==> config.mk <==
export PLATFORM = sky130hd
export DESIGN_NAME = absmem_cmp_ctrl
export DESIGN_NICKNAME = d
export VERILOG_FILES = /design/src/rtl/absmem_cmp_ctrl.sv
export SDC_FILE = /design/constraint.sdc
export NUM_CORES = 1
export LEC_CHECK = 0
export BUFFER_PORTS_ARGS = -buffer_cell sky130_fd_sc_hd__buf_2
export CAP_MARGIN = 10
export CORE_MARGIN = 2
export CORE_UTILIZATION = 45
export CTS_CLUSTER_DIAMETER = 60
export CTS_CLUSTER_SIZE = 28
export DETAILED_ROUTE_END_ITERATION = 16
export GPL_TIMING_DRIVEN = 0
export PLACE_DENSITY = 0.73
export SYNTH_ARGS = -nofsm -noshare
export SYNTH_HDL_FRONTEND = slang
export SYNTH_SLANG_ARGS = --single-unit
==> constraint.sdc <==
create_clock -name clk -period 1.55 [get_ports clk]
set_input_delay 0.155 -clock clk [delete_from_list [all_inputs] [get_ports clk]]
set_output_delay 0.155 -clock clk [all_outputs]
set_load 0.02 [all_outputs]
==> src/rtl/absmem_cmp_ctrl.sv <==
// Single-shot refinement-check sequencer: issues one instruction window per reset,
// waits for ILA commit and implementation completion, pulses compare, latches the verdict.
module absmem_cmp_ctrl #(
   parameter int CW      = 8,
   parameter int MAX_CYC = 20,
   parameter int MIN_CYC = 1
) (
   input  logic          clk,
   input  logic          rst,
   input  logic          start,
   input  logic          ila_commit,
   input  logic          vlg_done,
   input  logic          mem_equal,
   input  logic          state_equal,
   input  logic          read_assume_true,
   output logic          issue,
   output logic          compare,
   output logic          busy,
   output logic          ila_done,
   output logic [CW-1:0] cycle_cnt,
   output logic          done,
   output logic          pass,
   output logic          fail,
   output logic          timeout,
   output logic          assume_ok
);

   typedef enum logic [2:0] {
      S_IDLE    = 3'd0,
      S_ISSUE   = 3'd1,
      S_WAIT    = 3'd2,
      S_COMPARE = 3'd3,
      S_DONE    = 3'd4
   } state_t;

   localparam logic [CW-1:0] C_MIN = CW'(MIN_CYC);
   localparam logic [CW-1:0] C_MAX = CW'(MAX_CYC);

   state_t        r_state;
   logic [CW-1:0] r_cnt;
   logic          r_ila_done;
   logic          r_done;
   logic          r_pass;
   logic          r_fail;
   logic          r_timeout;
   logic          r_assume_ok;

   logic          w_busy;
   logic          w_track_commit;
   logic          w_cmp_go;

   assign w_busy         = (r_state == S_ISSUE) || (r_state == S_WAIT) || (r_state == S_COMPARE);
   assign w_track_commit = (r_state == S_ISSUE) || (r_state == S_WAIT);
   // A commit arriving in the same cycle as completion counts, so the live input is ORed in.
   assign w_cmp_go       = vlg_done && (r_ila_done || ila_commit) && (r_cnt >= C_MIN);

   always_ff @(posedge clk) begin
      if (rst) begin
         r_state     <= S_IDLE;
         r_cnt       <= '0;
         r_ila_done  <= 1'b0;
         r_done      <= 1'b0;
         r_pass      <= 1'b0;
         r_fail      <= 1'b0;
         r_timeout   <= 1'b0;
         r_assume_ok <= 1'b1;
      end else begin
         if (w_track_commit && ila_commit)
            r_ila_done <= 1'b1;
         if (w_busy && !read_assume_true)
            r_assume_ok <= 1'b0;

         case (r_state)
            S_IDLE: begin
               if (start)
                  r_state <= S_ISSUE;
            end
            S_ISSUE: begin
               r_cnt   <= '0;
               r_state <= S_WAIT;
            end
            S_WAIT: begin
               // Completion takes priority over the timeout on the last allowed count.
               if (w_cmp_go) begin
                  r_state <= S_COMPARE;
               end else if (r_cnt == C_MAX) begin
                  r_state   <= S_DONE;
                  r_done    <= 1'b1;
                  r_fail    <= 1'b1;
                  r_timeout <= 1'b1;
               end else if (r_cnt != {CW{1'b1}}) begin
                  r_cnt <= r_cnt + 1'b1;
               end
            end
            S_COMPARE: begin
               r_state <= S_DONE;
               r_done  <= 1'b1;
               r_pass  <= mem_equal && state_equal;
               r_fail  <= !(mem_equal && state_equal);
            end
            S_DONE: begin
               r_state <= S_DONE;
            end
            default: begin
               r_state <= S_IDLE;
            end
         endcase
      end
   end

   assign issue     = (r_state == S_ISSUE);
   assign compare   = (r_state == S_COMPARE);
   assign busy      = w_busy;
   assign ila_done  = r_ila_done;
   assign cycle_cnt = r_cnt;
   assign done      = r_done;
   assign pass      = r_pass;
   assign fail      = r_fail;
   assign timeout   = r_timeout;
   assign assume_ok = r_assume_ok;

endmodule
==> impl_metrics.tcl, run 1 <==
set metrics [dict create \
    arrival_ns 1.88 \
    h-tree-depth 1 \
    fillers 181 \
    start_util 0.4678 \
    async_flop_share 0 \
    postSynthCellCount 98 \
    clockBufferDepth 2 \
    wl_um 2036 \
    final_cell_mix "buf_2 (25), nor2_1 (13), dfxtp_1 (13)" \
    drt-initial-drc-count 11 \
    seqPwrFrac 0.560 \
    final_cells 156 \
    dpl_cell_area_um2 1100 \
    cp-start-kind "register" \
    cts_sinks 17 \
    synth-simple-area-share 0.3581 \
    diodes 0 \
    syn-cell-area_um2 908.4 \
    grtUsageTotal 0.1904 \
    layout_commonest_cell "buf_2" \
    drc 0 \
    clk_pin_slew_ns 0.11 \
    worst_slew_pin_slew_ns 0.4227 \
    synth_ff_type "dfxtp_1" \
    area_delta_synth_final_pct 34.30 \
    ctsHoldBuffers 0 \
    coreArea_um2 1942 \
    synth_edf_count 0 \
    period_needed_ns 1.699 \
    p_sw_frac 0.2812 \
    dr.pass1.iters 3 \
    worstPathRequired_ns 1.73 \
    p_comb_frac 0.139 \
    die_w_um 48.93 \
    internal-power_mw 0.5875 \
    portBuffers 24 \
    slew_violations 0 \
    postLayoutCoreUtil 0.6282 \
    yosysSeqAreaShare 0.3747 \
    fmax_mhz 588.7 \
    grt_pass1_wl_um 3560 \
    layout-drive-gt1-share 0.4729 \
    vias 810 \
    ant_nets 0 \
    synth_top_family_by_area "simple AND/OR/NAND/NOR gates" \
    synth-seq-cells 17 \
    rr_worst_depth 7 \
    die_area_um2 2394 \
    yosys-mux-area-fraction 0.01102 \
    wire_per_inst_um 13.05 \
    setup_violations 9 \
    cts-root-buf "clkbuf_4" \
    timing.slew.headroom 0.7182 \
    tritoncts "yes" \
    clk_latency_ns 0.29 \
    violations "setup timing" \
    synth_xor_area_frac 0.04821 \
    pin_count 25 \
    fin_area_um2 1220 \
    finClkSkew_ns 0.007942 \
    power.leakage_nw 0.5018 \
    rsz0062_at_grt "true" \
    ir_drop_uv 614.9 \
    crit_fanout 7 \
    grt_pass1_vias 772 \
    synthAdderAreaFrac 0.05510 \
    p_sw_mw 0.2299 \
    die_h_um 48.93 \
    synth_compound_area_frac 0.1088 \
    end_kind "register" \
    synth_cell_types 34 \
    hold_viol 0 \
    finalWorstSetupSlack_ns -0.1487 \
    rows 16 \
    critical_path_class "reg2reg" \
    drv_cap 0 \
    antenna_found_initial 0 \
    grt_max_degree 11 \
    final_min_period_over_clock_period 1.096 \
    place_congestion 0.7335 \
    syn_avg_cell_area_um2 9.269 \
    place_hpwl_um 1414 \
    p_clk_frac 0.302 \
    overflow 0 \
    cts-buffers-inserted 3 \
    finalNetCount 142 \
    powerDensity_nw_per_um2 670.0 \
    status "complete, but fails checks" \
    hold_path.class "in2reg" \
    hold_depth 3 \
    viasPerCell 5.192 \
    total_power_mw 0.8173 \
    yosysWarnings 0 \
    dp_cells 149 \
    syn_nets 110 \
    setup_tns_ns -0.8827 \
]
==> metal layers <==
metal | vias up | GRT usage | wire length, µm
met1 | 375 | 0.2447 | 934
met2 | 21 | 0.3174 | 1004
li1 | 410 | - | -
met4 | 0 | 0.07143 | 23
met3 | 4 | 0.03374 | 73
met5 | - | 0 | 0
==> what timing repair did <==
| action | 4_1_cts | 5_1_grt |
|---|---|---|
| setup buffers | 2 | 2 |
| pin swaps | 5 | 2 |
| gates resized for setup | 9 | 6 |
| gates cloned | 0 | 0 |
| endpoints found under the setup margin | 9 | 12 |
==> power groups by stage <==
stage	clock [mW]	sequential, mW	combinational [mW]
floorplan	0	0.473	0.0671
global placement	0	0.465	0.105
detailed placement	0	0.466	0.106
CTS	0.247	0.457	0.110
global route	0.272	0.459	0.123
finish	0.247	0.457	0.113
==> Yosys cell counts, drive strengths merged (2+ instances only) <==
cell	n	area share
and3	5	0.034
nor3	2	0.017
nand4	2	0.014
o31ai	2	0.017
nand2	6	0.025
inv	6	0.025
xnor2	5	0.048
nor4b	4	0.069
buf	2	0.011
dfxtp	17	0.37
nor3b	3	0.037
a21oi	6	0.037
ha	4	0.055
o21ai	2	0.011
clkbuf	2	0.0083
nand3	4	0.022
nor2	13	0.054
nor4	4	0.058
==> worst max-delay path, cell delays in order (launching register included) <==
cell and delay [ns]:
dfxtp_4 0.40, inv_4 0.05, ha_2 0.18, nor4b_4 0.26
a21oi_4 0.17, nor4b_4 0.30, xnor2_1 0.17, nor2_1 0.05
==> layout make-up <==
| class | count | area, µm² | area share |
|---|---|---|---|
| buffer | 3 | 12.51 | 0.01026 |
| clock buffer | 3 | 22.52 | 0.01846 |
| clock inverter | 1 | 5.005 | 0.004103 |
| inverter | 6 | 27.53 | 0.02256 |
| multi-input combinational | 71 | 614.3 | 0.5036 |
| sequential | 17 | 350.3 | 0.2872 |
| tap | 27 | 33.78 | 0.02769 |
| timing repair buffer | 28 | 153.9 | 0.1262 |
==> state kept, by name, summed over array words and instances (netlist names) <==
register / flops
cycle_cnt: 8
r_state: 3
assume_ok: 1
done: 1
fail: 1
ila_done: 1
pass: 1
timeout: 1
==> final timing paths <==
check | start | endpoint | slack, ns
worst min register to register | assume_ok | assume_ok | 0.46
worst max-delay path | cycle_cnt[1] | cycle_cnt[3] | -0.15
worst min-delay path | read_assume_true | assume_ok | 0.09
worst max register to register | cycle_cnt[1] | cycle_cnt[3] | -0.15
==> cell families (layout without fill, tap and decap cells) <==
family | count (synthesis) | count (layout)
fa+ha+maj | 4 | 4
simple gates | 47 | 47
flops | 17 | 17
buf+inv | 10 | 41
compound gates | 14 | 14
xor+xnor | 5 | 5
mux | 1 | 1
==> stage by stage <==
stage               worst slack (ns)  hold slack, ns
finish                       -0.1487         0.09239
global placement             -0.1371          0.3847
CTS                          -0.1436         0.08841
global route                 -0.2128         0.09116
detailed placement           -0.1666          0.3885
floorplan                    -0.1078          0.2924
Note: power is estimated with default switching activity, not from simulation.
==> inputs of run 2 (changes only) <==
--- a/config.mk
+++ b/config.mk
@@ -12,8 +12,8 @@
 export CTS_CLUSTER_DIAMETER = 60
 export CTS_CLUSTER_SIZE = 28
 export DETAILED_ROUTE_END_ITERATION = 16
-export GPL_TIMING_DRIVEN = 0
 export PLACE_DENSITY = 0.73
+export SKIP_LAST_GASP = 1
 export SYNTH_ARGS = -nofsm -noshare
 export SYNTH_HDL_FRONTEND = slang
 export SYNTH_SLANG_ARGS = --single-unit
==> run 2 against run 1 <==
  * The run still ends with setup timing left
  * Count of clock-buffer cells in the layout stayed put
  * Flip-flop and latch count stayed put
  * Total power grew 1.2%
  * Critical endpoint is now cycle_cnt[5]
  * Critical path depth did not move
  * Sequential share of layout area is 1.9 points lower
  * Global-route usage grew 0.51 points
  * Maximum frequency is 0.19% higher
  * Combinational power rose by 19%
  * Setup slack gained 0.0032 ns
  * Cell count increased by 6.4%
  * Design area increased by 7.3%
  * Non-clock buffer count rose by 10
  * Critical path type unchanged
==> impl_metrics.tcl, run 2 (same netlist as run 1, synthesis figures left out) <==
set metrics [dict create \
    fmax_mhz 589.8 \
    rr_worst_depth 7 \
    dpl_cell_area_um2 1181 \
    ir_drop_uv 514.8 \
    internal-power_mw 0.5990 \
    ctsHoldBuffers 0 \
    start_util 0.4678 \
    grtUsageTotal 0.1954 \
    crit_fanout 7 \
    worstSetupStartpoint "cycle_cnt[0]" \
    finClkSkew_ns 0.002218 \
    setup_violations 9 \
    arrival_ns 1.89 \
    diodes 0 \
    clk_latency_ns 0.29 \
    dr.pass1.iters 4 \
    h-tree-depth 1 \
    p_sw_mw 0.2278 \
    end_kind "register" \
    hp-start "read_assume_true" \
    cts_sinks 17 \
    cp-endpoint "cycle_cnt[5]" \
    coreArea_um2 1942 \
    die_area_um2 2394 \
    wl_um 2213 \
    violations "setup timing" \
    wire_per_inst_um 13.33 \
    layout_commonest_cell "buf_2" \
    p_clk_frac 0.291 \
    place_congestion 0.8276 \
    final_min_period_over_clock_period 1.094 \
    finalNetCount 152 \
    critical_path_class "reg2reg" \
    postLayoutCoreUtil 0.6740 \
    ant_nets 0 \
    viasPerCell 5.078 \
    layout-drive-gt1-share 0.5396 \
    hold_viol 0 \
    area_delta_synth_final_pct 44.08 \
    power.leakage_nw 0.5681 \
    timing.slew.headroom 0.7612 \
    r2r_slack_ns -0.15 \
    cp-start-kind "register" \
    pin_count 25 \
    r2r_start "cycle_cnt[0]" \
    cts-buffers-inserted 3 \
    overflow 0 \
    clockBufferDepth 2 \
    portBuffers 24 \
    vias 843 \
    finalWorstSetupSlack_ns -0.1455 \
    r2r-end "cycle_cnt[5]" \
    status "complete, but fails checks" \
    die_w_um 48.93 \
    period_needed_ns 1.695 \
    grt_pass1_vias 794 \
    drt-initial-drc-count 10 \
    tritoncts "yes" \
    p_sw_frac 0.2756 \
    p_comb_frac 0.162 \
    die_h_um 48.93 \
    fin_area_um2 1309 \
    grt_pass1_wl_um 3684 \
    powerDensity_nw_per_um2 631.8 \
    rsz0062_at_grt "true" \
    worstPathRequired_ns 1.75 \
    hold_path.class "in2reg" \
    largest_reg_flops 8 \
    cts-root-buf "clkbuf_4" \
    final_cell_mix "buf_2 (24), buf_4 (16), nor2_1 (12), dfxtp_1 (12)" \
    place_hpwl_um 1545 \
    clk_pin_slew_ns 0.10 \
    rows 16 \
    drv_cap 0 \
    drc 0 \
    seqPwrFrac 0.547 \
    worst_slew_pin_slew_ns 0.3555 \
    antenna_found_initial 0 \
    grt_max_degree 13 \
    slew_violations 0 \
]
## run 2: cell types whose count changed in the layout (fill, tap and decap cells not counted), sizes merged
cell / change
buf: +12
clkbuf: -2
## run 2: timing repair
item,in CTS,in global routing
pin swaps,6,9
setup endpoints to repair,9,12
resized for setup,8,11
setup buffers,1,2
## run 2: worst min path at each step
| stage | end | slack [ns] | cells after the start |
|---|---|---|---|
| 6_report | assume_ok | 0.09 | 3 |
| 5_1_grt | assume_ok | 0.11 | 3 |
| 4_1_cts | assume_ok | 0.09 | 3 |
| 3_5_place_dp | assume_ok | 0.39 | 3 |
| 3_3_place_gp | assume_ok | 0.39 | 3 |
| 2_1_floorplan | assume_ok | 0.29 | 2 |
## run 2: worst max-delay path: stages, from the launching register on
cell,delay (ns)
dfxtp_4,0.42
inv_4,0.06
ha_4,0.15
and3_4,0.17
a21bo_4,0.25
nor4b_4,0.32
a31o_2,0.20
nand2_1,0.04
## run 2: metal layers
metal,wire [µm],global-route usage,vias to the layer above,share of wire
met3,71,0.02147,4,0.032
li1,-,-,427,-
met5,0,0,-,0
met1,1042,0.2582,396,0.47
met4,36,0.08095,0,0.016
met2,1063,0.3242,16,0.48
## run 2: final cells by class
cell class	instances	area, µm²
multi-input cells	71	614.3
clock inverters	1	5.005
well taps	27	33.78
flip-flops and latches	17	351.6
fillers	161	633.1
clock buffers	3	22.52
inverters	6	30.03
repair buffers	41	251.5
## run 2: stage by stage
| stage | power [mW] | std cells | hold WS, ns | setup slack (ns) | setup TNS [ns] |
|---|---|---|---|---|---|
| 3_5_place_dp | 0.5886 | 159 | 0.3920 | -0.1656 | -1.051 |
| 2_1_floorplan | 0.5398 | 98 | 0.2924 | -0.1078 | -0.4397 |
| 5_1_grt | 0.8641 | 166 | 0.1078 | -0.2253 | -1.686 |
| 4_1_cts | 0.8327 | 164 | 0.08805 | -0.1278 | -0.6147 |
| 6_report | 0.8268 | 166 | 0.09146 | -0.1455 | -0.8821 |
| 3_3_place_gp | 0.5846 | 159 | 0.3912 | -0.1169 | -0.6685 |
## run 2: power groups by stage
stage	logic [mW]	registers [mW]	clock network [mW]
after global routing	0.147	0.454	0.263
after floorplan	0.0671	0.473	0
after global placement	0.124	0.461	0
after detailed placement	0.127	0.462	0
final	0.134	0.452	0.241
after CTS	0.131	0.452	0.250
==> inputs of run 3 (changes only) <==
--- a/config.mk
+++ b/config.mk
@@ -12,6 +12,7 @@
 export CTS_CLUSTER_DIAMETER = 60
 export CTS_CLUSTER_SIZE = 28
 export DETAILED_ROUTE_END_ITERATION = 16
+export MAX_ROUTING_LAYER = met4
 export PLACE_DENSITY = 0.73
 export SKIP_LAST_GASP = 1
 export SYNTH_ARGS = -nofsm -noshare
==> run 3 against run 2 <==
  * The flow still finishes with violations (setup timing)
  * Flip-flop and latch count unchanged
  * Sequential power hardly changed
  * Setup slack hardly changed
  * Maximum frequency unchanged
  * Register-to-register slack barely moved
  * Clock power hardly changed
  * Sequential share of layout area stayed put
  * Hold slack hardly changed
  * Critical endpoint unchanged
==> impl_metrics.tcl, run 3 (same netlist as run 1, synthesis figures left out) <==
set metrics [dict create \
    largest_reg_flops 8 \
    final_min_period_over_clock_period 1.094 \
    area_delta_synth_final_pct 44.08 \
    drt-initial-drc-count 10 \
    setup_violations 9 \
    arrival_ns 1.89 \
    grt_pass1_vias 794 \
    clockBufferDepth 2 \
    die_h_um 48.93 \
    coreArea_um2 1942 \
    h-tree-depth 1 \
    whs_ns 0.09146 \
    rsz0062_at_grt "true" \
    die_w_um 48.93 \
    tritoncts "yes" \
    fin_area_um2 1309 \
    final_cell_mix "buf_2 (24), buf_4 (16), nor2_1 (12), dfxtp_1 (12)" \
    pin_count 25 \
    worst_slew_pin_slew_ns 0.3555 \
    timing.slew.headroom 0.7612 \
    clk_latency_ns 0.29 \
    end_kind "register" \
    use_met2 0.3242 \
    drc 0 \
    die_area_um2 2394 \
    use_met1 0.2582 \
    diodes 0 \
    pre_cts_ws_ns -0.1656 \
    portBuffers 24 \
    layout_commonest_cell "buf_2" \
    grt_pass1_wl_um 3691 \
    grtUsageTotal 0.2009 \
    setup_tns_ns -0.8821 \
    slew_violations 0 \
    status "complete, but fails checks" \
    drv_cap 0 \
    cts-root-buf "clkbuf_4" \
    crit_fanout 7 \
    finClkSkew_ns 0.002221 \
    dp_cells 159 \
    dr.pass1.iters 4 \
    period_needed_ns 1.695 \
    wire_per_inst_um 13.33 \
    hold_viol 0 \
    viasPerCell 5.078 \
    overflow 0 \
    place_congestion 0.8402 \
    wl_um 2213 \
    hold_path.class "in2reg" \
    violations "setup timing" \
    met3_usage 0.02147 \
    layout-drive-gt1-share 0.5396 \
    final_cells 166 \
    power.leakage_nw 0.5681 \
    total_power_mw 0.8268 \
    globalRoute.busiestLayer "met2" \
    critical_path_class "reg2reg" \
    worstPathRequired_ns 1.75 \
    fmax_mhz 589.8 \
    clk_pin_slew_ns 0.10 \
    postLayoutCoreUtil 0.6740 \
    dpl_cell_area_um2 1181 \
    start_util 0.4678 \
    antenna_found_initial 0 \
    grt_max_degree 13 \
    rows 16 \
    ant_nets 0 \
    finalWorstSetupSlack_ns -0.1455 \
    powerDensity_nw_per_um2 631.8 \
    place_hpwl_um 1545 \
    cts_sinks 17 \
    ir_drop_uv 514.8 \
    cp-start-kind "register" \
    cts-buffers-inserted 3 \
    ctsHoldBuffers 0 \
    fillers 161 \
    finalNetCount 152 \
    vias 843 \
]
## run 3: cell counts in the layout (fill, tap and decap cells not counted)
No cell type changed its count.
## run 3: worst max-delay path: stages (launching register included)
cell and delay (ns):
dfxtp_4 0.42, inv_4 0.06, ha_4 0.15, and3_4 0.17, a21bo_4 0.25, nor4b_4 0.32, a31o_2 0.20, nand2_1 0.04
## run 3: final cells by class
class / count / area (µm²) / area share
Clock inverter: 1 / 5.005 / 0.003824
Timing Repair Buffer: 41 / 251.5 / 0.1922
Inverter: 6 / 30.03 / 0.02294
Multi-Input combinational cell: 71 / 614.3 / 0.4694
Clock buffer: 3 / 22.52 / 0.01721
Tap cell: 27 / 33.78 / 0.02581
Sequential cell: 17 / 351.6 / 0.2686
## run 3: path summary, 6_finish.rpt
kind / cells after the start / slack [ns] / to / start
setup / recovery: 7 / -0.15 / cycle_cnt[5] / cycle_cnt[0]
hold reg to reg: 2 / 0.46 / assume_ok / assume_ok
hold / removal: 3 / 0.09 / assume_ok / read_assume_true
setup reg to reg: 7 / -0.15 / cycle_cnt[5] / cycle_cnt[0]
## run 3: per-layer routing
layer  share of wire  vias up
li1                -      427
met1            0.47      396
met2            0.48       16
met3           0.032        4
met4           0.016        0
met5               0        -
## run 3: power by group
part           leakage, nW  switching, mW  total, mW  internal [mW]
clock               0.0177          0.145      0.241         0.0958
combinational        0.410         0.0755      0.134         0.0584
sequential           0.141        0.00748      0.452          0.445
total                0.568          0.228      0.827          0.599
## run 3: timing repair
action,4_1_cts,5_1_grt
setup endpoints to repair,9,12
resized for setup,8,11
pin swaps,6,9
setup buffers,1,2
